[src/rtl/cpu_types_pkg.sv]
// Shared CPU/RAM types: data word, RAM handshake state and memory-controller FSM states.
// No logic; types only.
// Imported by the memory controller, its arbiter and the CPU-RAM interface.
package cpu_types_pkg;

   typedef logic [31:0] word_t;

   typedef enum logic [1:0] {
      FREE   = 2'd0,
      BUSY   = 2'd1,
      ACCESS = 2'd2,
      ERROR  = 2'd3
   } ramstate_t;

   typedef enum logic [1:0] {
      IDLE  = 2'd0,
      ACC_I = 2'd1,
      ACC_D = 2'd2
   } memctrl_state_t;

endpackage

[src/rtl/mem_controller_if.sv]
// CPU instruction/data ports plus RAM request lines, bundled for the memory controller.
// Purely wires; no latency.
// Waits are the only flow control: a requester holds its request until its wait drops.
interface mem_controller_if;
   import cpu_types_pkg::*;

   logic      iREN;
   word_t     iaddr;
   logic      iwait;
   word_t     iload;

   logic      dREN;
   logic      dWEN;
   word_t     daddr;
   word_t     dstore;
   logic      dwait;
   word_t     dload;

   logic      ramREN;
   logic      ramWEN;
   word_t     ramaddr;
   word_t     ramstore;
   word_t     ramload;
   ramstate_t ramstate;

   logic      err;

   // controller side
   modport master (
      input  iREN, iaddr, dREN, dWEN, daddr, dstore, ramload, ramstate,
      output iwait, iload, dwait, dload, ramREN, ramWEN, ramaddr, ramstore, err
   );

   // CPU + RAM side (environment)
   modport slave (
      output iREN, iaddr, dREN, dWEN, daddr, dstore, ramload, ramstate,
      input  iwait, iload, dwait, dload, ramREN, ramWEN, ramaddr, ramstore, err
   );
endinterface

[src/rtl/mem_controller_arb.sv]
// Two-way round-robin grant between instruction and data requests.
// Grant is combinational; the "last served" bit updates on access completion.
// Holds no requests itself; a losing port simply stays pending.
module mem_arbiter_rr (
   input  logic CLK,
   input  logic nRST,
   input  logic i_req_i,
   input  logic i_req_d,
   input  logic i_done,
   input  logic i_done_d,
   output logic o_gnt_i,
   output logic o_gnt_d
);
   // 1 = data port was served last; resets to instruction so the first tie goes to data
   logic r_last_d;

   assign o_gnt_d = i_req_d & (~i_req_i | ~r_last_d);
   assign o_gnt_i = i_req_i & (~i_req_d |  r_last_d);

   // remember which port finished most recently
   always_ff @(posedge CLK or negedge nRST) begin
      if (!nRST)
         r_last_d <= 1'b0;
      else if (i_done)
         r_last_d <= i_done_d;
   end
endmodule

[src/rtl/mem_controller.sv]
// Arbitrates CPU instruction/data ports onto one RAM port; MEMCTRL_TIMEOUT_EN adds an access timeout.
// Latency: 1 cycle to grant + RAM latency; at least one idle cycle between accesses.
// Backpressure: iwait/dwait stay high until the granted access sees ACCESS (or times out).
module mem_controller
   import cpu_types_pkg::*;
#(
   parameter word_t BAD     = 32'hBAD1BAD1,
   parameter int    TIMEOUT = 16
) (
   input  logic CLK,
   input  logic nRST,
   mem_controller_if.master bus
);
   memctrl_state_t r_state;
   memctrl_state_t w_next;
   word_t          r_addr;
   word_t          r_store;
   logic           r_wen;

   logic w_req_i, w_req_d, w_gnt_i, w_gnt_d;
   logic w_access, w_tmo, w_done;

   assign w_req_i  = bus.iREN;
   assign w_req_d  = bus.dREN | bus.dWEN;
   assign w_access = (bus.ramstate == ACCESS);

`ifdef MEMCTRL_TIMEOUT_EN
   localparam int CW = $clog2(TIMEOUT) + 1;
   logic [CW-1:0] r_cnt;

   // count cycles spent in the current access; IDLE clears it so it restarts on entry
   always_ff @(posedge CLK or negedge nRST) begin
      if (!nRST)
         r_cnt <= '0;
      else if (r_state == IDLE)
         r_cnt <= '0;
      else
         r_cnt <= r_cnt + CW'(1);
   end

   // ACCESS arriving in the final cycle takes priority over the abort
   assign w_tmo = (r_state != IDLE) && !w_access && (r_cnt == CW'(TIMEOUT - 1));
`else
   logic w_unused_cfg;
   assign w_unused_cfg = ^TIMEOUT;
   assign w_tmo        = 1'b0;
`endif

   assign w_done = (r_state != IDLE) && (w_access || w_tmo);

   mem_arbiter_rr u_arb (
      .CLK      (CLK),
      .nRST     (nRST),
      .i_req_i  (w_req_i),
      .i_req_d  (w_req_d),
      .i_done   (w_done),
      .i_done_d (r_state == ACC_D),
      .o_gnt_i  (w_gnt_i),
      .o_gnt_d  (w_gnt_d)
   );

   // FSM state register
   always_ff @(posedge CLK or negedge nRST) begin
      if (!nRST)
         r_state <= IDLE;
      else
         r_state <= w_next;
   end

   // latch the winning request so RAM lines stay constant for the whole access
   always_ff @(posedge CLK or negedge nRST) begin
      if (!nRST) begin
         r_addr  <= '0;
         r_store <= '0;
         r_wen   <= 1'b0;
      end else if (r_state == IDLE && (w_gnt_i || w_gnt_d)) begin
         r_addr <= w_gnt_d ? bus.daddr : bus.iaddr;
         r_wen  <= w_gnt_d & bus.dWEN;
         if (w_gnt_d)
            r_store <= bus.dstore;
      end
   end

   assign bus.ramaddr  = r_addr;
   assign bus.ramstore = r_store;
   assign bus.err      = w_tmo;

   // next state, RAM enables, waits and load data
   always_comb begin
      w_next     = r_state;
      bus.iwait  = w_req_i;
      bus.dwait  = w_req_d;
      bus.iload  = '0;
      bus.dload  = '0;
      bus.ramREN = 1'b0;
      bus.ramWEN = 1'b0;
      case (r_state)
         IDLE: begin
            if (w_gnt_d)
               w_next = ACC_D;
            else if (w_gnt_i)
               w_next = ACC_I;
         end
         ACC_I: begin
            bus.ramREN = 1'b1;
            if (w_done) begin
               bus.iwait = 1'b0;
               bus.iload = w_access ? bus.ramload : BAD;
               w_next    = IDLE;
            end
         end
         ACC_D: begin
            bus.ramREN = ~r_wen;
            bus.ramWEN = r_wen;
            if (w_done) begin
               bus.dwait = 1'b0;
               bus.dload = w_access ? bus.ramload : BAD;
               w_next    = IDLE;
            end
         end
         default: w_next = IDLE;
      endcase
   end
endmodule

[src/flat_wrapper.sv]
// flat-port wrapper written by rule: the top's interface ports become plain ports
module mem_controller_flat import cpu_types_pkg::*;
#(
   parameter word_t BAD     = 32'hBAD1BAD1,
   parameter int    TIMEOUT = 16
)
  (CLK, nRST, bus_iREN, bus_iaddr, bus_dREN, bus_dWEN, bus_daddr, bus_dstore, bus_ramload, bus_ramstate, bus_iwait, bus_iload, bus_dwait, bus_dload, bus_ramREN, bus_ramWEN, bus_ramaddr, bus_ramstore, bus_err);
  mem_controller_if bus_i ();
  input  logic CLK;
  input  logic nRST;
  input wire logic [$bits(bus_i.iREN)-1:0] bus_iREN;
  input wire logic [$bits(bus_i.iaddr)-1:0] bus_iaddr;
  input wire logic [$bits(bus_i.dREN)-1:0] bus_dREN;
  input wire logic [$bits(bus_i.dWEN)-1:0] bus_dWEN;
  input wire logic [$bits(bus_i.daddr)-1:0] bus_daddr;
  input wire logic [$bits(bus_i.dstore)-1:0] bus_dstore;
  input wire logic [$bits(bus_i.ramload)-1:0] bus_ramload;
  input wire logic [$bits(bus_i.ramstate)-1:0] bus_ramstate;
  output wire logic [$bits(bus_i.iwait)-1:0] bus_iwait;
  output wire logic [$bits(bus_i.iload)-1:0] bus_iload;
  output wire logic [$bits(bus_i.dwait)-1:0] bus_dwait;
  output wire logic [$bits(bus_i.dload)-1:0] bus_dload;
  output wire logic [$bits(bus_i.ramREN)-1:0] bus_ramREN;
  output wire logic [$bits(bus_i.ramWEN)-1:0] bus_ramWEN;
  output wire logic [$bits(bus_i.ramaddr)-1:0] bus_ramaddr;
  output wire logic [$bits(bus_i.ramstore)-1:0] bus_ramstore;
  output wire logic [$bits(bus_i.err)-1:0] bus_err;
  assign bus_i.iREN = bus_iREN;
  assign bus_i.iaddr = bus_iaddr;
  assign bus_i.dREN = bus_dREN;
  assign bus_i.dWEN = bus_dWEN;
  assign bus_i.daddr = bus_daddr;
  assign bus_i.dstore = bus_dstore;
  assign bus_i.ramload = bus_ramload;
  assign bus_i.ramstate = bus_ramstate;
  assign bus_iwait = bus_i.iwait;
  assign bus_iload = bus_i.iload;
  assign bus_dwait = bus_i.dwait;
  assign bus_dload = bus_i.dload;
  assign bus_ramREN = bus_i.ramREN;
  assign bus_ramWEN = bus_i.ramWEN;
  assign bus_ramaddr = bus_i.ramaddr;
  assign bus_ramstore = bus_i.ramstore;
  assign bus_err = bus_i.err;
  mem_controller #(.BAD(BAD), .TIMEOUT(TIMEOUT)) u_core (.CLK(CLK), .nRST(nRST), .bus(bus_i));
endmodule
[config.mk]
export PLATFORM = sky130hd
export DESIGN_NAME = mem_controller_flat
export DESIGN_NICKNAME = d
export VERILOG_FILES = /design/src/rtl/cpu_types_pkg.sv /design/src/rtl/mem_controller_if.sv /design/src/rtl/mem_controller_arb.sv /design/src/rtl/mem_controller.sv /design/src/flat_wrapper.sv
export SDC_FILE = /design/constraint.sdc
export NUM_CORES = 1
export LEC_CHECK = 0
export CORE_UTILIZATION = 34
export DETAILED_ROUTE_END_ITERATION = 16
export HOLD_SLACK_MARGIN = 0.02
export PLACE_DENSITY = 0.81
export SLEW_MARGIN = 20
export SYNTH_ARGS = -nofsm -noshare
export SYNTH_HDL_FRONTEND = slang
export SYNTH_SLANG_ARGS = --single-unit
[constraint.sdc]
create_clock -name CLK -period 3 [get_ports CLK]
set_clock_uncertainty 0.2 [all_clocks]
set_input_delay 0.9 -clock CLK [delete_from_list [all_inputs] [get_ports CLK]]
set_output_delay 0.9 -clock CLK [all_outputs]
set_load 0.005 [all_outputs]
==> summary.md <==
| Metric | Value |
|---|---|
| Commonest non-fill, non-tap cells in the layout | clkdlybuf4s50_1, dfrtp_1, buf_6 |
| CTS sink cnt | between 60 and 70 |
| Pin count of the biggest net entering global routing | 69 |
| Leakage power | between 3 and 4 nW |
| Maximum vdd drop | 428 uV |
| Post-DP HPWL | roughly 9000 um |
| Critical Path Fanout Max | 8 |
| CP required | about 1.9 ns |
| PortBufs | ~270 |
| Switching power total | 0.00182 W |
| Vias per inst | just under 5 |
| Die area | ~11000 um2 |
| Flop pwr share | 0.298 |
| Synth area leader | dfrtp_1 |
| Crit path to | bus_iload[30] |
| Synth top area cells | dfrtp_1, mux2_4, and3_1, mux2i_1, o21ai_0 |
| Power per cell area | just under 800 nW/um2 |
| Grt total ovfl | 0 |
| Setup violators final | 1 |
| Io pins | approximately 270 |
| Hold WC Path Type | reg -> reg |
| FF+latch count, synth | between 60 and 70 |
| Mean routed wirelength per cell | ~18 um |
| P_int | 0.00369 W |
| ANT cells | 0 |
| Via Count | ~3700 |
| Initial Util | 0.356 |
| Crit Path Class | in -> out |
| Final period util | 1.00 |
| CTS tree | built |
| Nets@finish | around 740 |
| Synthesized Nets | between 400 and 500 |
| Clock share of power | 0.138 |
| Crit path arrival time | 1.90 ns |
| RSZ-0062 raised after global routing | yes |
| Clock slew at reported path FFs | about 0.080 ns |
| Synth top area share | 0.482 |
| FF-to-FF setup slack | 0.87 ns |
| Inserted Clock Buffers | 9 |
| Gr usage total | 0.242 |
| Final Util | 0.719 |
| Core area | 9910 um2 |
| Hold Slack | 0.281 ns |
| Rows | 36 |
| Status | finished, violations left |
| Initial DRC Count | between 100 and 150 |
| Root Buffer Master | clkbuf_8 |
| Switching Fraction | 0.331 |
| Routability cong. | 0.837 |
| Total iterations of the first detailed-routing run | 4 |
| Syn avg cell area | ~11 um2 |
| Setup crit end kind | output port |
| Die width | between 100 and 150 um |
| Share of cells above drive strength 1 | 0.332 |
| Gate Count Post-Synth | roughly 320 |
| Post-synthesis sequential area ratio | 0.482 |
| Post-route ant nets | 0 |
| Worst Setup SP | bus_ramstate[0] |
| Final wirelength | 13500 um |
| Vias in the first global route | about 3700 |
| Post-layout min period | 3.00 ns |
| Final Max Slew Viols | 0 |
| Design Power | between 0.005 and 0.006 W |
| FF-to-FF Start | u_core.r_state[0] |
| Fillers | between 600 and 700 |
| Path depth of the worst reg2reg path | 8 |
| Yosys cell types | 30 |
| Number of failing hold endpoints at the final stage | 0 |
| Worst setup SP type | input port |
| Max Cap Viol | 0 |
| Die Ht | 104 um |
| Ys Warns | 0 |
| Fmax | roughly 330 MHz |
| First-pass GRT wire length | between 20000 and 25000 um |
| Area Growth Syn to Fin | 102% |
| Post-route worst setup slack | -0.00238 ns |
| Placed inst area | about 6400 um2 |
| FF-to-FF End | u_core.bus.ramstore[31] |
| H-tree Lvls | 3 |
| Failing checks | negative setup slack |
| DR DRC count | 0 |
| Final design area excluding fillers | 7130 um2 |
| Clock Path Buffers | 2 |
| Clk Latency, worst-skew pair | around 0.33 ns |
| Synth Cell Area | around 3500 um2 |
| Combinational power share | 0.563 |
| Initial antenna violation count | 0 |
| Commonest non-fill, non-tap cell in the layout | clkdlybuf4s50_1 |
## Yosys cell counts
cell,n
and3_1,64
nor2_1,3
o21ai_0,33
nor3b_1,1
ha_1,3
dfrtp_1,68
a2bb2oi_1,1
nand3_1,2
buf_4,1
clkbuf_1,19
conb_1,1
a32oi_1,1
and2_1,2
a21o_1,1
nor3_1,1
mux2_2,2
nand2_1,35
mux2i_1,32
a21oi_1,1
a21boi_0,1
inv_1,5
o31ai_1,1
o32ai_1,1
buf_2,5
o21bai_1,1
o2bb2ai_2,1
buf_6,3
or2_1,1
mux2_4,30
or3b_2,1
## timing repair
item / CTS / global route
pin swaps: 16 / 5
resized for setup: 323 / 53
cloned: 6 / 1
setup endpoints to repair: 66 / 67
setup buffers: 7 / 3
hold buffers: 0 / 0
## cell type report
type / instances / area [um2] / share of cell area
inverters: 5 / 18.8 / 0.00263
repair buffers: 300 / 3090 / 0.434
clock inverters: 7 / 75.1 / 0.0105
multi-input cells: 220 / 1950 / 0.273
well taps: 133 / 166 / 0.0233
flip-flops and latches: 68 / 1700 / 0.239
clock buffers: 9 / 124 / 0.0174
## routing by layer
layer	GRT usage	part of all wire	vias up
li1	-	-	1703
met1	0.266	0.36	1761
met2	0.438	0.54	170
met3	0.0652	0.067	33
met4	0.0980	0.032	0
met5	0	0	-
## sequential cells by signal, summed over array words and instances, names as in the netlist
signal,cells
u_core.bus.ramaddr,32
u_core.bus.ramstore,32
u_core.r_state,2
u_core.r_wen,1
u_core.u_arb.r_last_d,1
## stage by stage
step / std cells / setup TNS (ns) / setup WS (ns)
6_report: 742 / -0.00238 / -0.00238
5_1_grt: 742 / -2.78 / -0.0879
3_5_place_dp: 711 / -44.74 / -0.729
4_1_cts: 740 / -0.563 / -0.0678
3_3_place_gp: 711 / -42.55 / -0.692
2_1_floorplan: 321 / 0 / 0.0504
## kinds of logic (layout without fill, tap and decap cells)
group                    count (synthesis)  in the layout  synth area share
AND/OR/NAND/NOR                        110            110             0.168
other                                    1              1           0.00106
multiplexers                            64             64             0.225
adder cells (fa/ha/maj)                  3              3            0.0106
flip-flops                              68             68             0.482
buffers and inverters                   33            321            0.0443
AO/OA/AOI/OAI                           42             42            0.0685
## critical path, stage by stage
cell and delay, ns:
buf_6 0.10, nor3b_4 0.20, buf_6 0.17, buf_12 0.12
buf_16 0.12, and3_4 0.20, buf_6 0.09
## power groups by stage
stage | clock network, W | registers, W | logic [W]
finish | 0.000762 | 0.00164 | 0.00311
global route | 0.000831 | 0.00170 | 0.00333
CTS | 0.000787 | 0.00164 | 0.00303
detailed placement | 0 | 0.00166 | 0.00283
global placement | 0 | 0.00163 | 0.00278
floorplan | 0 | 0.00168 | 0.00126
## how the worst min path moves through the flow
stage / start / to / slack [ns] / cells after the start
after floorplan: u_core.r_wen / u_core.r_wen / 0.25 / 2
after global placement: u_core.bus.ramaddr[16] / u_core.bus.ramaddr[16] / 0.26 / 2
after detailed placement: u_core.bus.ramaddr[26] / u_core.bus.ramaddr[26] / 0.27 / 2
after CTS: u_core.bus.ramaddr[26] / u_core.bus.ramaddr[26] / 0.29 / 2
after global routing: u_core.bus.ramaddr[26] / u_core.bus.ramaddr[26] / 0.30 / 2
final: u_core.bus.ramaddr[26] / u_core.bus.ramaddr[26] / 0.28 / 2
No activity file was read; power rests on OpenSTA's default activity.
